$ cat src/rtl/mips_pkg.sv
`default_nettype none
// ============================================================================
// Module      : mips_pkg
// Description : Shared constants and state encoding for the fetch-side PC
//               redirect controller.
// Revision    : 1.0 - initial release
// ============================================================================
package mips_pkg;

  // Architectural address width and default reset vector
  localparam int unsigned ADDR_W           = 32;
  localparam logic [31:0] DEFAULT_RESET_PC = 32'h0000_0000;

  // Sequential fetch increment (one 32-bit instruction)
  localparam int unsigned PC_INC = 4;

  // Redirect controller states
  typedef enum logic [1:0] {
    ST_BOOT = 2'd0,  // first cycle after reset release, fetch not yet valid
    ST_RUN  = 2'd1,  // normal fetch
    ST_PEND = 2'd2   // branch arrived during a stall, waiting to apply it
  } state_e;

endpackage : mips_pkg
`default_nettype wire

$ cat src/rtl/pc_redirect_ctrl_pc.sv
`default_nettype none
// ============================================================================
// Module      : ProgramCounter
// Description : WIDTH-bit program counter register with load enable and
//               asynchronous active-low reset to RESET_PC.
// Revision    : 1.0 - initial release
// ============================================================================
module ProgramCounter #(
  parameter int unsigned      WIDTH    = 32,
  parameter logic [WIDTH-1:0] RESET_PC = '0
) (
  input  logic             clk_i,
  input  logic             rst_ni,
  input  logic             load_i,
  input  logic [WIDTH-1:0] pc_d_i,
  output logic [WIDTH-1:0] pc_o
);

  logic [WIDTH-1:0] pc_q;

  // PC register: reload only when the controller asks for it
  always_ff @(posedge clk_i or negedge rst_ni) begin
    if (!rst_ni) begin
      pc_q <= RESET_PC;
    end else if (load_i) begin
      pc_q <= pc_d_i;
    end
  end

  assign pc_o = pc_q;

endmodule : ProgramCounter
`default_nettype wire

$ cat src/rtl/pc_redirect_ctrl.sv
`default_nettype none
// ============================================================================
// Module      : pc_redirect_ctrl
// Description : Owns the fetch PC. Applies taken branches (priority) and
//               jumps, holds a branch that arrives during a stall until the
//               stall drops, drives the IF/ID flush and counts redirects.
//               Optional macro BRANCH_DELAY_SLOT_EN: flush suppressed so the
//               delay-slot instruction proceeds; PC behaviour is unchanged.
// Revision    : 1.0 - initial release
// ============================================================================
module pc_redirect_ctrl
  import mips_pkg::*;
#(
  parameter int unsigned      WIDTH     = ADDR_W,
  parameter logic [WIDTH-1:0] RESET_PC  = WIDTH'(DEFAULT_RESET_PC),
  parameter int unsigned      CNT_WIDTH = 16
) (
  input  logic                 Clk,
  input  logic                 Rst_n,
  input  logic                 Stall,
  input  logic                 PCSrc,
  input  logic [WIDTH-1:0]     BranchTarget,
  input  logic                 Jump,
  input  logic [WIDTH-1:0]     JumpTarget,
  output logic [WIDTH-1:0]     PC,
  output logic [WIDTH-1:0]     PCPlus4,
  output logic                 Flush_IFID,
  output logic                 FetchValid,
  output logic [CNT_WIDTH-1:0] RedirectCount
);

  // Targets are word aligned: the two low bits are dropped before use
  localparam logic [WIDTH-1:0] ALIGN_MASK = ~(WIDTH'(3));

  state_e               state_q;
  logic [WIDTH-1:0]     pend_q;
  logic                 fetch_valid_q;
  logic [CNT_WIDTH-1:0] cnt_q;

  logic [WIDTH-1:0]     pc_d;
  logic                 pc_load;
  logic                 redirect;
  logic [WIDTH-1:0]     branch_tgt;
  logic [WIDTH-1:0]     jump_tgt;

  assign branch_tgt = BranchTarget & ALIGN_MASK;
  assign jump_tgt   = JumpTarget & ALIGN_MASK;
  assign PCPlus4    = PC + WIDTH'(PC_INC);

  // Next-PC select: pending branch, then taken branch, then jump, then PC+4
  always_comb begin
    pc_load  = 1'b0;
    pc_d     = PC;
    redirect = 1'b0;
    case (state_q)
      ST_RUN: begin
        if (!Stall) begin
          pc_load = 1'b1;
          if (PCSrc) begin
            pc_d     = branch_tgt;
            redirect = 1'b1;
          end else if (Jump) begin
            pc_d     = jump_tgt;
            redirect = 1'b1;
          end else begin
            pc_d = PCPlus4;
          end
        end
      end
      ST_PEND: begin
        if (!Stall) begin
          pc_load  = 1'b1;
          pc_d     = pend_q;
          redirect = 1'b1;
        end
      end
      default: ;
    endcase
  end

  // Controller FSM with pending-target capture and saturating redirect count
  always_ff @(posedge Clk or negedge Rst_n) begin
    if (!Rst_n) begin
      state_q       <= ST_BOOT;
      pend_q        <= '0;
      fetch_valid_q <= 1'b0;
      cnt_q         <= '0;
    end else begin
      case (state_q)
        ST_BOOT: begin
          state_q       <= ST_RUN;
          fetch_valid_q <= 1'b1;
        end
        ST_RUN: begin
          // A stalled jump is dropped; the hazard unit re-presents it
          if (Stall && PCSrc) begin
            pend_q  <= branch_tgt;
            state_q <= ST_PEND;
          end
        end
        ST_PEND: begin
          // Older branch wins: new PCSrc/Jump ignored until it is applied
          if (!Stall) begin
            state_q <= ST_RUN;
          end
        end
        default: state_q <= ST_BOOT;
      endcase
      if (redirect && (cnt_q != '1)) begin
        cnt_q <= cnt_q + CNT_WIDTH'(1);
      end
    end
  end

`ifdef BRANCH_DELAY_SLOT_EN
  // Delay-slot instruction in IF/ID always executes
  assign Flush_IFID = 1'b0;
`else
  assign Flush_IFID = redirect;
`endif

  assign FetchValid    = fetch_valid_q;
  assign RedirectCount = cnt_q;

  ProgramCounter #(
    .WIDTH    (WIDTH),
    .RESET_PC (RESET_PC)
  ) u_pc (
    .clk_i  (Clk),
    .rst_ni (Rst_n),
    .load_i (pc_load),
    .pc_d_i (pc_d),
    .pc_o   (PC)
  );

endmodule : pc_redirect_ctrl
`default_nettype wire

$ cat config.mk
export PLATFORM = sky130hd
export DESIGN_NAME = pc_redirect_ctrl
export DESIGN_NICKNAME = d
export VERILOG_FILES = /design/src/rtl/mips_pkg.sv /design/src/rtl/pc_redirect_ctrl_pc.sv /design/src/rtl/pc_redirect_ctrl.sv
export SDC_FILE = /design/constraint.sdc
export NUM_CORES = 1
export LEC_CHECK = 0
export BUFFER_PORTS_ARGS = -buffer_cell sky130_fd_sc_hd__buf_2
export CORE_MARGIN = 10
export CORE_UTILIZATION = 52
export CTS_BUF_LIST = sky130_fd_sc_hd__clkbuf_8 sky130_fd_sc_hd__clkbuf_16
export CTS_CLUSTER_SIZE = 25
export DETAILED_ROUTE_END_ITERATION = 8
export PLACE_DENSITY = 0.78
export SYNTH_ARGS = -nofsm -noshare
export SYNTH_HDL_FRONTEND = slang
export SYNTH_SLANG_ARGS = --single-unit
export TNS_END_PERCENT = 10
$ cat constraint.sdc
create_clock -name Clk -period 2.52 [get_ports Clk]
set_input_delay 0 -clock Clk [delete_from_list [all_inputs] [get_ports Clk]]
set_output_delay 0 -clock Clk [all_outputs]
set_load 0.02 [all_outputs]
# After elaboration in Yosys (flattened, before gate mapping)
# Index checks and enable logic that the tools add are counted.
[totals]
register_bits = 81
latchBits = 0
ram_bits = 0
romBits = 0
input_bits = 69
out_inout_bits = 82
memories = 0
[classes]
addsub = 2
multipliers = 0
n_div = 0
magnitude_cmp = 0
eq_ne = 6
n_shift = 0
muxes = 14
bitwise = 0
reduce_logical = 8
[ops]
columns = ["op", "n"]
rows = [
  ["32-bit 2-to-1 mux", 4],
  ["32-bit one-hot mux with 2 select lines", 1],
  ["32-bit by 3-bit adder with 32-bit output (second input constant)", 1],
  ["16-bit by 1-bit adder with 16-bit output (second input constant)", 1],
  ["16-bit inequality test (second input constant)", 1],
  ["2-bit inequality test (second input constant)", 3],
  ["2-bit one-hot mux with 3 select lines", 1],
  ["1-bit 2-to-1 mux", 5],
  ["2-bit 2-to-1 mux", 2],
  ["2-bit AND reduction", 2],
  ["4-bit AND reduction", 1],
  ["2-bit by 1-bit equality test with 1-bit output (second input constant)", 1],
  ["2-bit equality test (second input constant)", 1],
  ["1-bit logical AND", 2],
  ["2-bit logical NOT", 1],
  ["1-bit one-hot mux with 2 select lines", 1],
  ["2-bit nonzero test", 1],
  ["2-bit OR reduction", 1],
]

# Logic depth before layout (Yosys ltp)
# Gate-level depths: netlist of run 1.
[depth]
word_depth = 5
mapped_depth = 9
mapped_depth_nobuf = 7

# By module
# From an unflattened synthesis of run 1, not the netlist that was laid out.
[unflattened]
cells_unflattened = 581
area_unflattened_um2 = 5604.1
[by_module_without_submodules]
columns = ["module", "instances", "cells_each", "area_each_um2"]
rows = [
  ["pc_redirect_ctrl", 1, 513, 4259.1],
  ["ProgramCounter", 1, 68, 1345.0],
]

# Worst setup path after synthesis of run 1
# OpenSTA, ideal clock, no wires.
[synth_timing]
kind = "reg-to-reg"
from = "reg u_pc.pc_q[2] (netlist: u_pc.pc_o[2])"
to = "reg u_pc.pc_q[26] (netlist: u_pc.pc_o[26])"
arrival_time_ns = 2.082
required_time_ns = 2.426
path_slack_ns = 0.344
stages_incl_launch_ff = 7
cell_sequence = "dfrtp_1 ha_1 and3_2 nand4_1 nor3_1 mux2_2 a211oi_1"
[synth_between]
elab_chain_cells = 5
[synth_lines]
columns = ["item", "line", "text"]
rows = [
  ["from (decl)", "pc_redirect_ctrl_pc.sv:19", "logic [WIDTH-1:0] pc_q;"],
  ["from (signal assigned)", "pc_redirect_ctrl_pc.sv:26", "pc_q <= pc_d_i;"],
  ["32-bit by 3-bit adder with 32-bit output", "pc_redirect_ctrl.sv:48", "assign PCPlus4 = PC + WIDTH'(PC_INC);"],
  ["32-bit 2-to-1 mux", "pc_redirect_ctrl.sv:62", "end else if (Jump) begin"],
  ["32-bit 2-to-1 mux", "pc_redirect_ctrl.sv:59", "if (PCSrc) begin"],
  ["32-bit 2-to-1 mux", "pc_redirect_ctrl.sv:57", "if (!Stall) begin"],
  ["32-bit one-hot mux with 2 select lines", "pc_redirect_ctrl.sv:55", "case (state_q)"],
]
# Every way passes these cells. The select of a mux whose other input is x is not followed.
# A chain may end at the register's enable or synchronous reset.

# Worst setup path in the final report of run 1
[layout_timing]
from = "reg u_pc.pc_q[3] (netlist: u_pc.pc_o[3])"
to = "out PCPlus4[24]"
[layout_between]
elab_chain_cells = 1
[layout_lines]
columns = ["item", "line", "text"]
rows = [
  ["32-bit by 3-bit adder with 32-bit output", "pc_redirect_ctrl.sv:48", ""],
  ["to (decl)", "pc_redirect_ctrl.sv:26", "output logic [WIDTH-1:0] PCPlus4,"],
]
# Every way passes these cells.

==> impl_metrics.xml, run 1 <==
<?xml version="1.0" encoding="UTF-8"?>
<metrics>
  <group name="timing">
    <metric name="finalWorstPathRequiredPeriod" unit="ns">2.45</metric>
    <metric name="setup_ws" unit="ns">0.0698</metric>
    <metric name="fin_tns_setup" unit="ns">0</metric>
    <metric name="grt_setup_unrepaired" unit="">yes</metric>
    <metric name="transition_time_at_the_pin_with_the_least_slew_margin" unit="ns">1.09</metric>
    <metric name="min_period_over_period" unit="%">97.2</metric>
    <metric name="timing.slew.headroom" unit="%">27.4</metric>
    <metric name="finClkSkew" unit="ns">0.0136</metric>
    <metric name="finalSetupViolations" unit="">0</metric>
    <metric name="slew_violations" unit="">0</metric>
    <metric name="final.hold.worst_slack" unit="ns">-0.00741</metric>
    <metric name="hold_viol" unit="">1</metric>
    <metric name="max_freq" unit="MHz">408</metric>
  </group>
  <group name="grt">
    <metric name="met2_usage" unit="%">39.7</metric>
    <metric name="grt_max_degree" unit="">80</metric>
    <metric name="grt_most_used_layer" unit="">met2</metric>
    <metric name="grt_remaining_overflow" unit="">0</metric>
    <metric name="via_count_of_the_first_global_routing_pass" unit="">5067</metric>
    <metric name="grtUsageMet1" unit="%">29.5</metric>
    <metric name="gr-usage-all-layers" unit="%">24.1</metric>
    <metric name="groute.layer.met3.usage" unit="%">5.71</metric>
    <metric name="grt_antenna_before_repair" unit="">0</metric>
    <metric name="first_pass_grt_wire_length" unit="µm">26100</metric>
  </group>
  <group name="route">
    <metric name="residual_drc" unit="">0</metric>
    <metric name="first_iter_violations" unit="">530</metric>
    <metric name="drtPass1Iterations" unit="">5</metric>
    <metric name="detail-route-antenna-nets" unit="">0</metric>
    <metric name="route.final.wire_length" unit="µm">16700</metric>
    <metric name="avgRoutedWirePerCell" unit="µm">20.1</metric>
    <metric name="vias" unit="">5052</metric>
    <metric name="route.detailed.vias_per_inst" unit="">6.08</metric>
  </group>
  <group name="place">
    <metric name="placed_area" unit="µm²">5790</metric>
    <metric name="gp_congestion" unit="">0.958</metric>
    <metric name="hpwlAfterDp" unit="µm">11800</metric>
    <metric name="pre_cts_ws" unit="ns">0.188</metric>
    <metric name="place_inst" unit="">780</metric>
    <metric name="port_buffers" unit="">142</metric>
  </group>
  <group name="synthesis">
    <metric name="async_flop_share" unit="%">100</metric>
    <metric name="post_synth_inst_count" unit="">523</metric>
    <metric name="seq_area_frac_synth" unit="%">40.2</metric>
    <metric name="synth_cell_types" unit="">61</metric>
    <metric name="synthesis.area_per_instance" unit="µm²">9.39</metric>
    <metric name="synth-main-ff-cell" unit="">sky130_fd_sc_hd__dfrtp_1</metric>
    <metric name="number_of_synthesized_flops_with_an_enable_pin" unit="">0</metric>
    <metric name="synth_area" unit="µm²">4910</metric>
    <metric name="synth.ff_latch_count" unit="">79</metric>
    <metric name="synth-warning-count" unit="">0</metric>
  </group>
  <group name="power_and_ir_drop">
    <metric name="p_seq_share" unit="%">33.6</metric>
    <metric name="power_frac_clock" unit="%">16.4</metric>
    <metric name="p_leak" unit="nW">2.86</metric>
    <metric name="power" unit="mW">7.25</metric>
    <metric name="cellPowerDensity" unit="nW/µm²">1130</metric>
    <metric name="comb_power_share" unit="%">50.0</metric>
    <metric name="total_switching_power" unit="mW">3.33</metric>
    <metric name="irDropWorstVdd" unit="V">0.000752</metric>
    <metric name="cell_internal_pwr" unit="mW">3.93</metric>
    <metric name="netSwitchingFraction" unit="%">45.9</metric>
  </group>
  <group name="floorplanning">
    <metric name="start_util" unit="%">53.2</metric>
    <metric name="die_y" unit="µm">117</metric>
    <metric name="ioPinCount" unit="">151</metric>
    <metric name="core_area" unit="µm²">9240</metric>
    <metric name="die_footprint" unit="µm²">13700</metric>
    <metric name="placementRows" unit="">35</metric>
    <metric name="die_width" unit="µm">117</metric>
  </group>
  <group name="clocking">
    <metric name="clk_pin_slew" unit="ns">0.09</metric>
    <metric name="clk-insertion-delay-late" unit="ns">0.37</metric>
    <metric name="total_cts_buffers" unit="">9</metric>
    <metric name="cts-root-buf" unit="">sky130_fd_sc_hd__clkbuf_8</metric>
    <metric name="ctsLongestPathBuffers" unit="">2</metric>
    <metric name="ctsHtreeMaxLevel" unit="">3</metric>
    <metric name="clock_sink_count" unit="">79</metric>
    <metric name="cts_tree" unit="">built</metric>
  </group>
  <group name="layout">
    <metric name="layout.nets" unit="">771</metric>
    <metric name="design_area" unit="µm²">6400</metric>
    <metric name="final_cell_mix" unit="">sky130_fd_sc_hd__buf_2 (141), sky130_fd_sc_hd__dfrtp_1 (78), sky130_fd_sc_hd__dlygate4sd3_1 (35), sky130_fd_sc_hd__mux2_2 (34), sky130_fd_sc_hd__nor2_1 (33)</metric>
    <metric name="n_antenna_cell" unit="">0</metric>
    <metric name="final_cells" unit="">831</metric>
    <metric name="final.fill_count" unit="">706</metric>
    <metric name="post_route_cells_drive_above_1_share" unit="%">33.2</metric>
    <metric name="most_common_cell_after_layout_fill_and_taps_aside" unit="">sky130_fd_sc_hd__buf_2</metric>
    <metric name="flow.area_growth_from_synthesis" unit="%">30.2</metric>
  </group>
  <group name="critical_path">
    <metric name="critical_path.max_fanout" unit="">7</metric>
    <metric name="cp-start-kind" unit="">flip-flop</metric>
    <metric name="crit_type" unit="">flip-flop to output port</metric>
    <metric name="data_arrival_critical_path" unit="ns">2.45</metric>
    <metric name="ff2ff_setup_slack" unit="ns">0.28</metric>
    <metric name="setup.worst_path.end_class" unit="">output port</metric>
    <metric name="worst-endpoint-required" unit="ns">2.52</metric>
  </group>
  <group name="hold_path">
    <metric name="min_path_type" unit="">input pin to flip-flop</metric>
  </group>
  <group name="job">
    <metric name="maxCapViolCount" unit="">0</metric>
  </group>
  <group name="run_status">
    <metric name="outcome" unit="">finished, violations left</metric>
    <metric name="violated_checks" unit="">hold timing</metric>
  </group>
</metrics>
cells by family (layout without fill, tap and decap cells):
family,count (synthesis),count (layout),synth area share [%]
other,1,4,0.0763
multiplexers,40,40,9.01
XOR/XNOR,39,39,6.95
buffers and inverters,52,228,4.58
adder cells (fa/ha/maj),5,5,1.27
flip-flops,79,79,40.2
AO/OA/AOI/OAI,128,128,17.9
AND/OR/NAND/NOR,179,179,19.9
per-layer routing:
layer  wire, µm  vias up
li1           -     2290
met1       6380     2428
met2       8090      288
met3       1800       46
met4        465        0
met5          0        -
worst max-delay path, cell delays in order, from the launching register on:
cell                      delay [ns]
sky130_fd_sc_hd__dfrtp_1        0.45
sky130_fd_sc_hd__ha_2           0.27
sky130_fd_sc_hd__and3_2         0.18
sky130_fd_sc_hd__nand4_1        0.24
sky130_fd_sc_hd__buf_4          0.25
sky130_fd_sc_hd__o31a_1         0.24
sky130_fd_sc_hd__or2_2          0.29
sky130_fd_sc_hd__buf_2          0.16
layout make-up:
cell class                 instances  area (µm²)  area share (%)
multi-input combinational        395        2740            42.8
sequential                        79        1980            30.9
timing repair buffer             198        1220            19.1
tap                              129         161            2.52
clock buffer                      10         138            2.15
clock inverter                     6         108            1.68
inverter                          14        52.6           0.821
Yosys cell counts, drive strengths merged (2+ instances only):
cell type | number | area share, %
nand2b | 12 | 1.5
ha | 5 | 1.3
a221o | 7 | 1.4
a21oi | 23 | 2.3
o21ai | 28 | 2.9
xnor2 | 26 | 4.6
a211o | 3 | 0.53
xor2 | 13 | 2.3
a21boi | 2 | 0.31
o211ai | 7 | 1.1
nor4 | 9 | 1.5
and3 | 12 | 1.6
o21a | 6 | 0.92
o221ai | 2 | 0.36
inv | 14 | 1.1
a31oi | 6 | 0.76
nor3 | 14 | 1.4
o32ai | 2 | 0.36
nor2 | 34 | 2.6
buf | 17 | 1.8
o31ai | 6 | 0.92
mux2i | 6 | 1.2
a211oi | 2 | 0.31
a22oi | 2 | 0.31
nor4b | 2 | 0.36
nor2b | 2 | 0.25
a221oi | 10 | 1.8
nand4 | 18 | 2.4
or3 | 12 | 1.5
clkbuf | 21 | 1.7
o311ai | 2 | 0.36
o31a | 4 | 0.71
o22ai | 6 | 0.76
a32o | 2 | 0.41
or2 | 7 | 0.89
mux2 | 34 | 7.8
a31o | 2 | 0.36
dfrtp | 79 | 40
and4 | 6 | 1.1
nand3 | 20 | 2.0
nand2 | 27 | 2.1
metrics by stage:
step                hold WS (ns)  utilization, %
CTS                      0.00111            69.1
floorplan                 -0.296               -
global placement           0.239            62.6
detailed placement         0.242            62.6
global route              0.0294            69.2
finish                  -0.00741            69.2
power by group through the flow:
stage	registers [mW]	clock network, mW	logic (mW)
CTS	2.40	1.18	3.60
finish	2.44	1.19	3.63
global route	2.51	1.23	3.93
global placement	2.37	0	3.46
floorplan	2.55	0	2.14
detailed placement	2.43	0	3.54
registers in the layout (all words and copies together) (netlist names):
signal	count
FetchValid	1
pend_q	30
state_q	2
RedirectCount	16
u_pc.pc_o	30
timing repair:
action,in CTS,in global routing
buffers inserted,0,0
hold endpoints to repair,118,0
gates resized for setup,0,5
hold buffers,35,0
setup endpoints to repair,0,6
worst paths after layout:
path | start | end | cells after the start
setup / recovery | u_pc.pc_o[3] | PCPlus4[24] | 7
hold / removal | Stall | state_q[1] | 3
setup reg to reg | u_pc.pc_o[10] | u_pc.pc_o[31] | 5
hold reg to reg | FetchValid | FetchValid | 1
max in group asynchronous | Rst_n | u_pc.pc_o[2] | 2
min in group asynchronous | Rst_n | pend_q[11] | 2
Power figures use the tool's default switching activity.
==> run 2: changes to the inputs <==
--- a/config.mk
+++ b/config.mk
@@ -6,8 +6,10 @@
 export NUM_CORES = 1
 export LEC_CHECK = 0
 export BUFFER_PORTS_ARGS = -buffer_cell sky130_fd_sc_hd__buf_2
+export CELL_PAD_IN_SITES_DETAIL_PLACEMENT = 0
+export CELL_PAD_IN_SITES_GLOBAL_PLACEMENT = 1
 export CORE_MARGIN = 10
-export CORE_UTILIZATION = 52
+export CORE_UTILIZATION = 39
 export CTS_BUF_LIST = sky130_fd_sc_hd__clkbuf_8 sky130_fd_sc_hd__clkbuf_16
 export CTS_CLUSTER_SIZE = 25
 export DETAILED_ROUTE_END_ITERATION = 8
==> run 2 against run 1 <==
Against the previous run:
- the run now ends clean
- die area is 27% higher
- power is 2.6% higher
- first-iteration DRC count is 42% lower
- final area is 2.9% higher
- combinational power is 3% higher
- largest power group unchanged
==> impl_metrics.xml, run 2 (same netlist as run 1, synthesis figures left out) <==
<?xml version="1.0" encoding="UTF-8"?>
<metrics>
  <group name="critical_path">
    <metric name="critical_path.cell_chain" unit="">and3_1 -&gt; nand4_1 -&gt; buf_4 -&gt; o21a_1 -&gt; or2_2 -&gt; buf_2</metric>
    <metric name="critical_path.max_fanout" unit="">9</metric>
    <metric name="worst-endpoint-required" unit="ns">2.52</metric>
    <metric name="critical_path.slowest_cell" unit="">sky130_fd_sc_hd__dfrtp_1</metric>
    <metric name="cp-start-kind" unit="">flip-flop</metric>
    <metric name="biggest_cell_delay_along_the_critical_path" unit="ns">0.51</metric>
    <metric name="data_arrival_critical_path" unit="ns">2.43</metric>
    <metric name="crit_type" unit="">flip-flop to output port</metric>
    <metric name="setup.worst_path.end_class" unit="">output port</metric>
  </group>
  <group name="place">
    <metric name="gp_congestion" unit="">0.912</metric>
    <metric name="port_buffers" unit="">142</metric>
    <metric name="hpwlAfterDp" unit="µm">12900</metric>
  </group>
  <group name="clocking">
    <metric name="ctsHtreeMaxLevel" unit="">3</metric>
    <metric name="clk_pin_slew" unit="ns">0.06</metric>
    <metric name="cts_tree" unit="">built</metric>
    <metric name="total_cts_buffers" unit="">9</metric>
    <metric name="ctsLongestPathBuffers" unit="">2</metric>
    <metric name="cts-root-buf" unit="">sky130_fd_sc_hd__clkbuf_16</metric>
    <metric name="clk-insertion-delay-late" unit="ns">0.34</metric>
    <metric name="clock_sink_count" unit="">79</metric>
  </group>
  <group name="timing">
    <metric name="grt_setup_unrepaired" unit="">no</metric>
    <metric name="transition_time_at_the_pin_with_the_least_slew_margin" unit="ns">0.697</metric>
    <metric name="max_freq" unit="MHz">411</metric>
    <metric name="slew_violations" unit="">0</metric>
    <metric name="finalWorstPathRequiredPeriod" unit="ns">2.43</metric>
    <metric name="min_period_over_period" unit="%">96.6</metric>
    <metric name="finClkSkew" unit="ns">0.00825</metric>
    <metric name="fin_tns_setup" unit="ns">0</metric>
    <metric name="hold_viol" unit="">0</metric>
    <metric name="timing.slew.headroom" unit="%">53.5</metric>
    <metric name="finalSetupViolations" unit="">0</metric>
  </group>
  <group name="floorplanning">
    <metric name="die_width" unit="µm">132</metric>
    <metric name="die_footprint" unit="µm²">17500</metric>
    <metric name="die_y" unit="µm">132</metric>
    <metric name="ioPinCount" unit="">151</metric>
    <metric name="start_util" unit="%">40.4</metric>
    <metric name="placementRows" unit="">40</metric>
    <metric name="core_area" unit="µm²">12200</metric>
  </group>
  <group name="power_and_ir_drop">
    <metric name="p_leak" unit="nW">2.95</metric>
    <metric name="irDropWorstVdd" unit="V">0.000607</metric>
    <metric name="cellPowerDensity" unit="nW/µm²">1130</metric>
  </group>
  <group name="run_status">
    <metric name="outcome" unit="">complete, no violations</metric>
  </group>
  <group name="layout">
    <metric name="fin_util" unit="%">54.1</metric>
    <metric name="n_antenna_cell" unit="">0</metric>
    <metric name="most_common_cell_after_layout_fill_and_taps_aside" unit="">sky130_fd_sc_hd__buf_2</metric>
    <metric name="post_route_cells_drive_above_1_share" unit="%">34.1</metric>
    <metric name="final_cell_mix" unit="">sky130_fd_sc_hd__buf_2 (141), sky130_fd_sc_hd__dfrtp_1 (75), sky130_fd_sc_hd__dlygate4sd3_1 (35), sky130_fd_sc_hd__buf_4 (35), sky130_fd_sc_hd__mux2_2 (34)</metric>
    <metric name="layout.nets" unit="">784</metric>
    <metric name="flow.area_growth_from_synthesis" unit="%">33.9</metric>
  </group>
  <group name="grt">
    <metric name="gr-usage-all-layers" unit="%">19.2</metric>
    <metric name="grt_antenna_before_repair" unit="">0</metric>
    <metric name="grt_max_degree" unit="">53</metric>
    <metric name="grt_remaining_overflow" unit="">0</metric>
    <metric name="first_pass_grt_wire_length" unit="µm">27000</metric>
    <metric name="via_count_of_the_first_global_routing_pass" unit="">4965</metric>
  </group>
  <group name="route">
    <metric name="route.final.wire_length" unit="µm">17500</metric>
    <metric name="detail-route-antenna-nets" unit="">0</metric>
    <metric name="avgRoutedWirePerCell" unit="µm">19.8</metric>
    <metric name="first_iter_violations" unit="">309</metric>
    <metric name="residual_drc" unit="">0</metric>
    <metric name="route.detailed.vias_per_inst" unit="">5.59</metric>
    <metric name="vias" unit="">4939</metric>
    <metric name="drtPass1Iterations" unit="">5</metric>
  </group>
  <group name="hold_path">
    <metric name="min_path_type" unit="">input pin to flip-flop</metric>
  </group>
  <group name="job">
    <metric name="maxCapViolCount" unit="">0</metric>
  </group>
</metrics>
==> run 2: per-layer routing <==
metal  GRT usage, %  share of wire, %  wire (µm)  vias up
li1               -                 -          -     2318
met1           23.4                43       7470     2391
met2           31.4                47       8290      196
met3           4.12               6.6       1150       34
met4           9.23               3.1        538        0
met5              0                 0          0        -
==> run 2: metrics by stage <==
step / power, mW / setup slack [ns] / cell area (µm²) / hold slack, ns / instances
floorplan: 4.69 / 0.344 / 4920 / -0.296 / 526
global placement: 6.00 / 0.278 / 5930 / 0.0880 / 832
detailed placement: 6.10 / 0.178 / 5930 / 0.0904 / 832
CTS: 7.46 / 0.0240 / 6580 / 0.0137 / 883
global route: 7.90 / 0.00583 / 6580 / 0.0211 / 883
finish: 7.44 / 0.0854 / 6580 / 0.0279 / 883
==> run 2: power breakdown <==
part	internal, mW	total (mW)	switching, mW
Clock	0.782	1.30	0.519
Combinational	1.51	3.75	2.24
Sequential	1.81	2.39	0.578
==> run 2: final cells by class <==
cell class | count | area, µm²
flip-flops and latches | 79 | 1980
fillers | 1160 | 5580
repair buffers | 211 | 1320
well taps | 168 | 210
inverters | 14 | 52.6
clock buffers | 10 | 239
multi-input cells | 395 | 2730
clock inverters | 6 | 52.6
==> run 2: final timing paths <==
path	start	endpoint	slack [ns]	depth (start not counted)
max	u_pc.pc_o[10]	PCPlus4[18]	0.09	6
min	JumpTarget[25]	u_pc.pc_o[25]	0.03	3
max reg2reg	state_q[0]	RedirectCount[15]	0.26	8
min reg2reg	FetchValid	FetchValid	0.47	1
max in group asynchronous	Rst_n	u_pc.pc_o[23]	1.57	3
min in group asynchronous	Rst_n	u_pc.pc_o[13]	0.25	2
==> run 2: repair_timing <==
item                                    4_1_cts  5_1_grt
resized for setup                             0        5
buffers inserted                              0        0
endpoints found under the hold margin        89        0
endpoints found under the setup margin        0        5
hold buffers                                 35        0
==> run 2: critical path, delay by kind of cell, from the launching register on <==
| family | cells | cell delay [ns] |
|---|---|---|
| AOI/OAI and AO/OA | 1 | 0.20 |
| buffers and inverters | 2 | 0.46 |
| DFF | 1 | 0.51 |
| and+or+nand+nor | 3 | 0.92 |
==> run 3: changes to the inputs <==
--- a/config.mk
+++ b/config.mk
@@ -5,11 +5,12 @@
 export SDC_FILE = /design/constraint.sdc
 export NUM_CORES = 1
 export LEC_CHECK = 0
+export ABC_AREA = 1
 export BUFFER_PORTS_ARGS = -buffer_cell sky130_fd_sc_hd__buf_2
 export CELL_PAD_IN_SITES_DETAIL_PLACEMENT = 0
 export CELL_PAD_IN_SITES_GLOBAL_PLACEMENT = 1
 export CORE_MARGIN = 10
-export CORE_UTILIZATION = 39
+export CORE_UTILIZATION = 37
 export CTS_BUF_LIST = sky130_fd_sc_hd__clkbuf_8 sky130_fd_sc_hd__clkbuf_16
 export CTS_CLUSTER_SIZE = 25
 export DETAILED_ROUTE_END_ITERATION = 8
==> constraint.sdc (replaced) <==
create_clock -name Clk -period 2.52 [get_ports Clk]
set_input_delay 0.504 -clock Clk [delete_from_list [all_inputs] [get_ports Clk]]
set_output_delay 0.504 -clock Clk [all_outputs]
set_load 0.02 [all_outputs]
==> run 3 against run 2 <==
Against the previous run:
- clock skew fell by 0.0047 ns
- final area decreased by 2.3%
- worst setup slack improved by 0.0036 ns
- sequential share of layout area up 0.66 points
- sequential power is 2% lower
- critical path type unchanged
==> impl_metrics.xml, run 3 <==
<?xml version="1.0" encoding="UTF-8"?>
<metrics>
  <group name="job">
    <metric name="maxCapViolCount" unit="">0</metric>
  </group>
  <group name="timing">
    <metric name="timing.slew.headroom" unit="%">63.9</metric>
    <metric name="fin_tns_setup" unit="ns">0</metric>
    <metric name="finalWorstPathRequiredPeriod" unit="ns">2.43</metric>
    <metric name="finalSetupViolations" unit="">0</metric>
    <metric name="hold_viol" unit="">0</metric>
    <metric name="grt_setup_unrepaired" unit="">yes</metric>
    <metric name="transition_time_at_the_pin_with_the_least_slew_margin" unit="ns">0.542</metric>
    <metric name="final.hold.worst_slack" unit="ns">0.0957</metric>
    <metric name="slew_violations" unit="">0</metric>
    <metric name="max_freq" unit="MHz">411</metric>
    <metric name="finClkSkew" unit="ns">0.00357</metric>
    <metric name="setup_ws" unit="ns">0.0889</metric>
    <metric name="min_period_over_period" unit="%">96.5</metric>
  </group>
  <group name="floorplanning">
    <metric name="start_util" unit="%">37.7</metric>
    <metric name="core_area" unit="µm²">13900</metric>
    <metric name="die_footprint" unit="µm²">19300</metric>
    <metric name="ioPinCount" unit="">151</metric>
    <metric name="die_y" unit="µm">139</metric>
    <metric name="die_width" unit="µm">139</metric>
    <metric name="placementRows" unit="">43</metric>
  </group>
  <group name="critical_path">
    <metric name="cp-start-kind" unit="">flip-flop</metric>
    <metric name="critical_path.max_fanout" unit="">4</metric>
    <metric name="worst-endpoint-required" unit="ns">2.02</metric>
    <metric name="critical_path.slowest_cell" unit="">sky130_fd_sc_hd__dfrtp_1</metric>
    <metric name="biggest_cell_delay_along_the_critical_path" unit="ns">0.38</metric>
    <metric name="critical_path.n_buffers_inverters" unit="">2</metric>
    <metric name="critical_path.cell_chain" unit="">ha_2 -&gt; nand2_1 -&gt; nor2_4 -&gt; nand3b_1 -&gt; buf_4 -&gt; nand2_1 -&gt; nand2_2 -&gt; buf_4</metric>
    <metric name="crit_type" unit="">flip-flop to output port</metric>
    <metric name="data_arrival_critical_path" unit="ns">1.93</metric>
    <metric name="setup.worst_path.end_class" unit="">output port</metric>
    <metric name="timing.critical_path.max_delay_family" unit="">simple AND/OR/NAND/NOR gates</metric>
  </group>
  <group name="place">
    <metric name="port_buffers" unit="">142</metric>
    <metric name="hpwlAfterDp" unit="µm">12700</metric>
    <metric name="placed_area" unit="µm²">6100</metric>
    <metric name="pre_cts_ws" unit="ns">0.273</metric>
    <metric name="gp_congestion" unit="">0.850</metric>
  </group>
  <group name="layout">
    <metric name="layout.nets" unit="">964</metric>
    <metric name="n_antenna_cell" unit="">0</metric>
    <metric name="design_area" unit="µm²">6430</metric>
    <metric name="final.fill_count" unit="">1487</metric>
    <metric name="most_common_cell_after_layout_fill_and_taps_aside" unit="">sky130_fd_sc_hd__nand2_1</metric>
    <metric name="final_cell_mix" unit="">sky130_fd_sc_hd__nand2_1 (243), sky130_fd_sc_hd__buf_2 (139), sky130_fd_sc_hd__nor2_1 (131), sky130_fd_sc_hd__dfrtp_1 (77), sky130_fd_sc_hd__inv_1 (55)</metric>
    <metric name="post_route_cells_drive_above_1_share" unit="%">24.5</metric>
    <metric name="flow.area_growth_from_synthesis" unit="%">22.8</metric>
  </group>
  <group name="synthesis">
    <metric name="synth-warning-count" unit="">0</metric>
    <metric name="synth-main-ff-cell" unit="">sky130_fd_sc_hd__dfrtp_1</metric>
    <metric name="synth_area_leader_cell" unit="">sky130_fd_sc_hd__dfrtp_1</metric>
    <metric name="post_synth_most_frequent_cells" unit="">sky130_fd_sc_hd__nand2_1 (244), sky130_fd_sc_hd__nor2_1 (131), sky130_fd_sc_hd__dfrtp_1 (79)</metric>
    <metric name="synthesis.area_per_instance" unit="µm²">6.94</metric>
    <metric name="most_frequent_cell_after_synthesis" unit="">sky130_fd_sc_hd__nand2_1</metric>
    <metric name="number_of_synthesized_flops_with_an_enable_pin" unit="">0</metric>
    <metric name="ys_top_cells_by_area" unit="">sky130_fd_sc_hd__dfrtp_1 (38%), sky130_fd_sc_hd__nand2_1 (17%), sky130_fd_sc_hd__nor2_1 (9.4%)</metric>
    <metric name="async_flop_share" unit="%">100</metric>
    <metric name="synth_largest_type_area_fraction" unit="%">37.8</metric>
    <metric name="seq_area_frac_synth" unit="%">37.8</metric>
    <metric name="synth_cell_types" unit="">33</metric>
    <metric name="post_synth_inst_count" unit="">754</metric>
    <metric name="synth.ff_latch_count" unit="">79</metric>
    <metric name="synth_area" unit="µm²">5240</metric>
  </group>
  <group name="route">
    <metric name="detail-route-antenna-nets" unit="">0</metric>
    <metric name="vias" unit="">5169</metric>
    <metric name="residual_drc" unit="">0</metric>
    <metric name="route.final.wire_length" unit="µm">17200</metric>
    <metric name="first_iter_violations" unit="">274</metric>
    <metric name="route.detailed.vias_per_inst" unit="">4.81</metric>
    <metric name="avgRoutedWirePerCell" unit="µm">16.0</metric>
    <metric name="drtPass1Iterations" unit="">4</metric>
  </group>
  <group name="hold_path">
    <metric name="min_path_type" unit="">input pin to asynchronous set/reset pin</metric>
  </group>
  <group name="grt">
    <metric name="grt_max_degree" unit="">51</metric>
    <metric name="via_count_of_the_first_global_routing_pass" unit="">5186</metric>
    <metric name="grt_antenna_before_repair" unit="">2</metric>
    <metric name="gr-usage-all-layers" unit="%">17.6</metric>
    <metric name="first_pass_grt_wire_length" unit="µm">27700</metric>
    <metric name="grt_remaining_overflow" unit="">0</metric>
  </group>
  <group name="clocking">
    <metric name="clk_pin_slew" unit="ns">0.06</metric>
    <metric name="ctsHtreeMaxLevel" unit="">3</metric>
    <metric name="ctsLongestPathBuffers" unit="">2</metric>
    <metric name="number_of_buffers_inserted_for_hold_repair_after_clock_tree_synthesis" unit="">0</metric>
    <metric name="clock_sink_count" unit="">79</metric>
    <metric name="cts_tree" unit="">built</metric>
    <metric name="clk-insertion-delay-late" unit="ns">0.34</metric>
    <metric name="cts-root-buf" unit="">sky130_fd_sc_hd__clkbuf_16</metric>
    <metric name="total_cts_buffers" unit="">9</metric>
  </group>
  <group name="run_status">
    <metric name="outcome" unit="">complete, no violations</metric>
  </group>
  <group name="power_and_ir_drop">
    <metric name="p_leak" unit="nW">3.34</metric>
    <metric name="cellPowerDensity" unit="nW/µm²">1090</metric>
    <metric name="power" unit="mW">7.00</metric>
    <metric name="irDropWorstVdd" unit="V">0.000552</metric>
  </group>
</metrics>
==> run 3: kinds of logic after synthesis <==
| kind of cell | Yosys count | share of synthesized area, % |
|---|---|---|
| and+or+nand+nor | 440 | 34.8 |
| AOI/OAI and AO/OA | 94 | 9.70 |
| buffers and inverters | 87 | 7.19 |
| DFF | 79 | 37.8 |
| muxes | 26 | 5.59 |
| xor gates and xnor gates | 22 | 3.68 |
| adders and majority gates | 5 | 1.19 |
| other | 1 | 0.0716 |
==> run 3: metal layers <==
layer,GRT usage (%),vias to the layer above,share of wire (%)
li1,-,2653,-
met1,22.0,2357,46
met2,28.3,139,45
met3,5.48,16,7.8
met4,4.94,4,0.95
met5,0,-,0.15
==> run 3: worst register-to-register path: cells and delay by family (launching register included) <==
| kind | cells | cell delay (ns) |
|---|---|---|
| buf+inv | 3 | 0.94 |
| compound gates | 3 | 0.50 |
| flops | 1 | 0.35 |
| fa+ha+maj | 1 | 0.34 |
==> run 3: power by group <==
group	leakage (nW)	total (mW)	switching (mW)	internal (mW)
logic	2.21	3.35	2.17	1.19
clock network	0.152	1.31	0.530	0.782
registers	0.978	2.34	0.530	1.80
==> run 3: path summary, 6_finish.rpt <==
kind                             startpoint            to  slack (ns)  cells past startpoint
setup reg to reg                 state_q[0]  u_pc.pc_o[2]        0.26                      7
min in group Clk           BranchTarget[25]    pend_q[25]        0.41                      2
max in group asynchronous             Rst_n    pend_q[25]        1.83                      2
hold reg to reg                  FetchValid    FetchValid        0.46                      1
hold / removal                        Rst_n    pend_q[16]         0.1                      1
setup / recovery               u_pc.pc_o[2]   PCPlus4[12]        0.09                      8
==> run 3: timing repair <==
action                                  CTS  global route
endpoints found under the setup margin    0             7
buffers inserted                          0             4
resized for setup                         0             7
==> run 3: cell type report <==
| cell class | instances | area (µm²) | area share [%] |
|---|---|---|---|
| inverters | 53 | 199 | 3.09 |
| flip-flops and latches | 79 | 1980 | 30.8 |
| well taps | 180 | 225 | 3.50 |
| clock buffers | 10 | 239 | 3.72 |
| repair buffers | 156 | 836 | 13.0 |
| multi-input cells | 591 | 2900 | 45.1 |
| clock inverters | 6 | 53.8 | 0.837 |
==> run 3: per-stage QoR <==
| stage | util, % | instances |
|---|---|---|
| floorplan | - | 757 |
| finish | 46.3 | 1075 |
| global placement | 43.9 | 1055 |
| CTS | 46.0 | 1071 |
| detailed placement | 43.9 | 1055 |
| global route | 46.3 | 1075 |
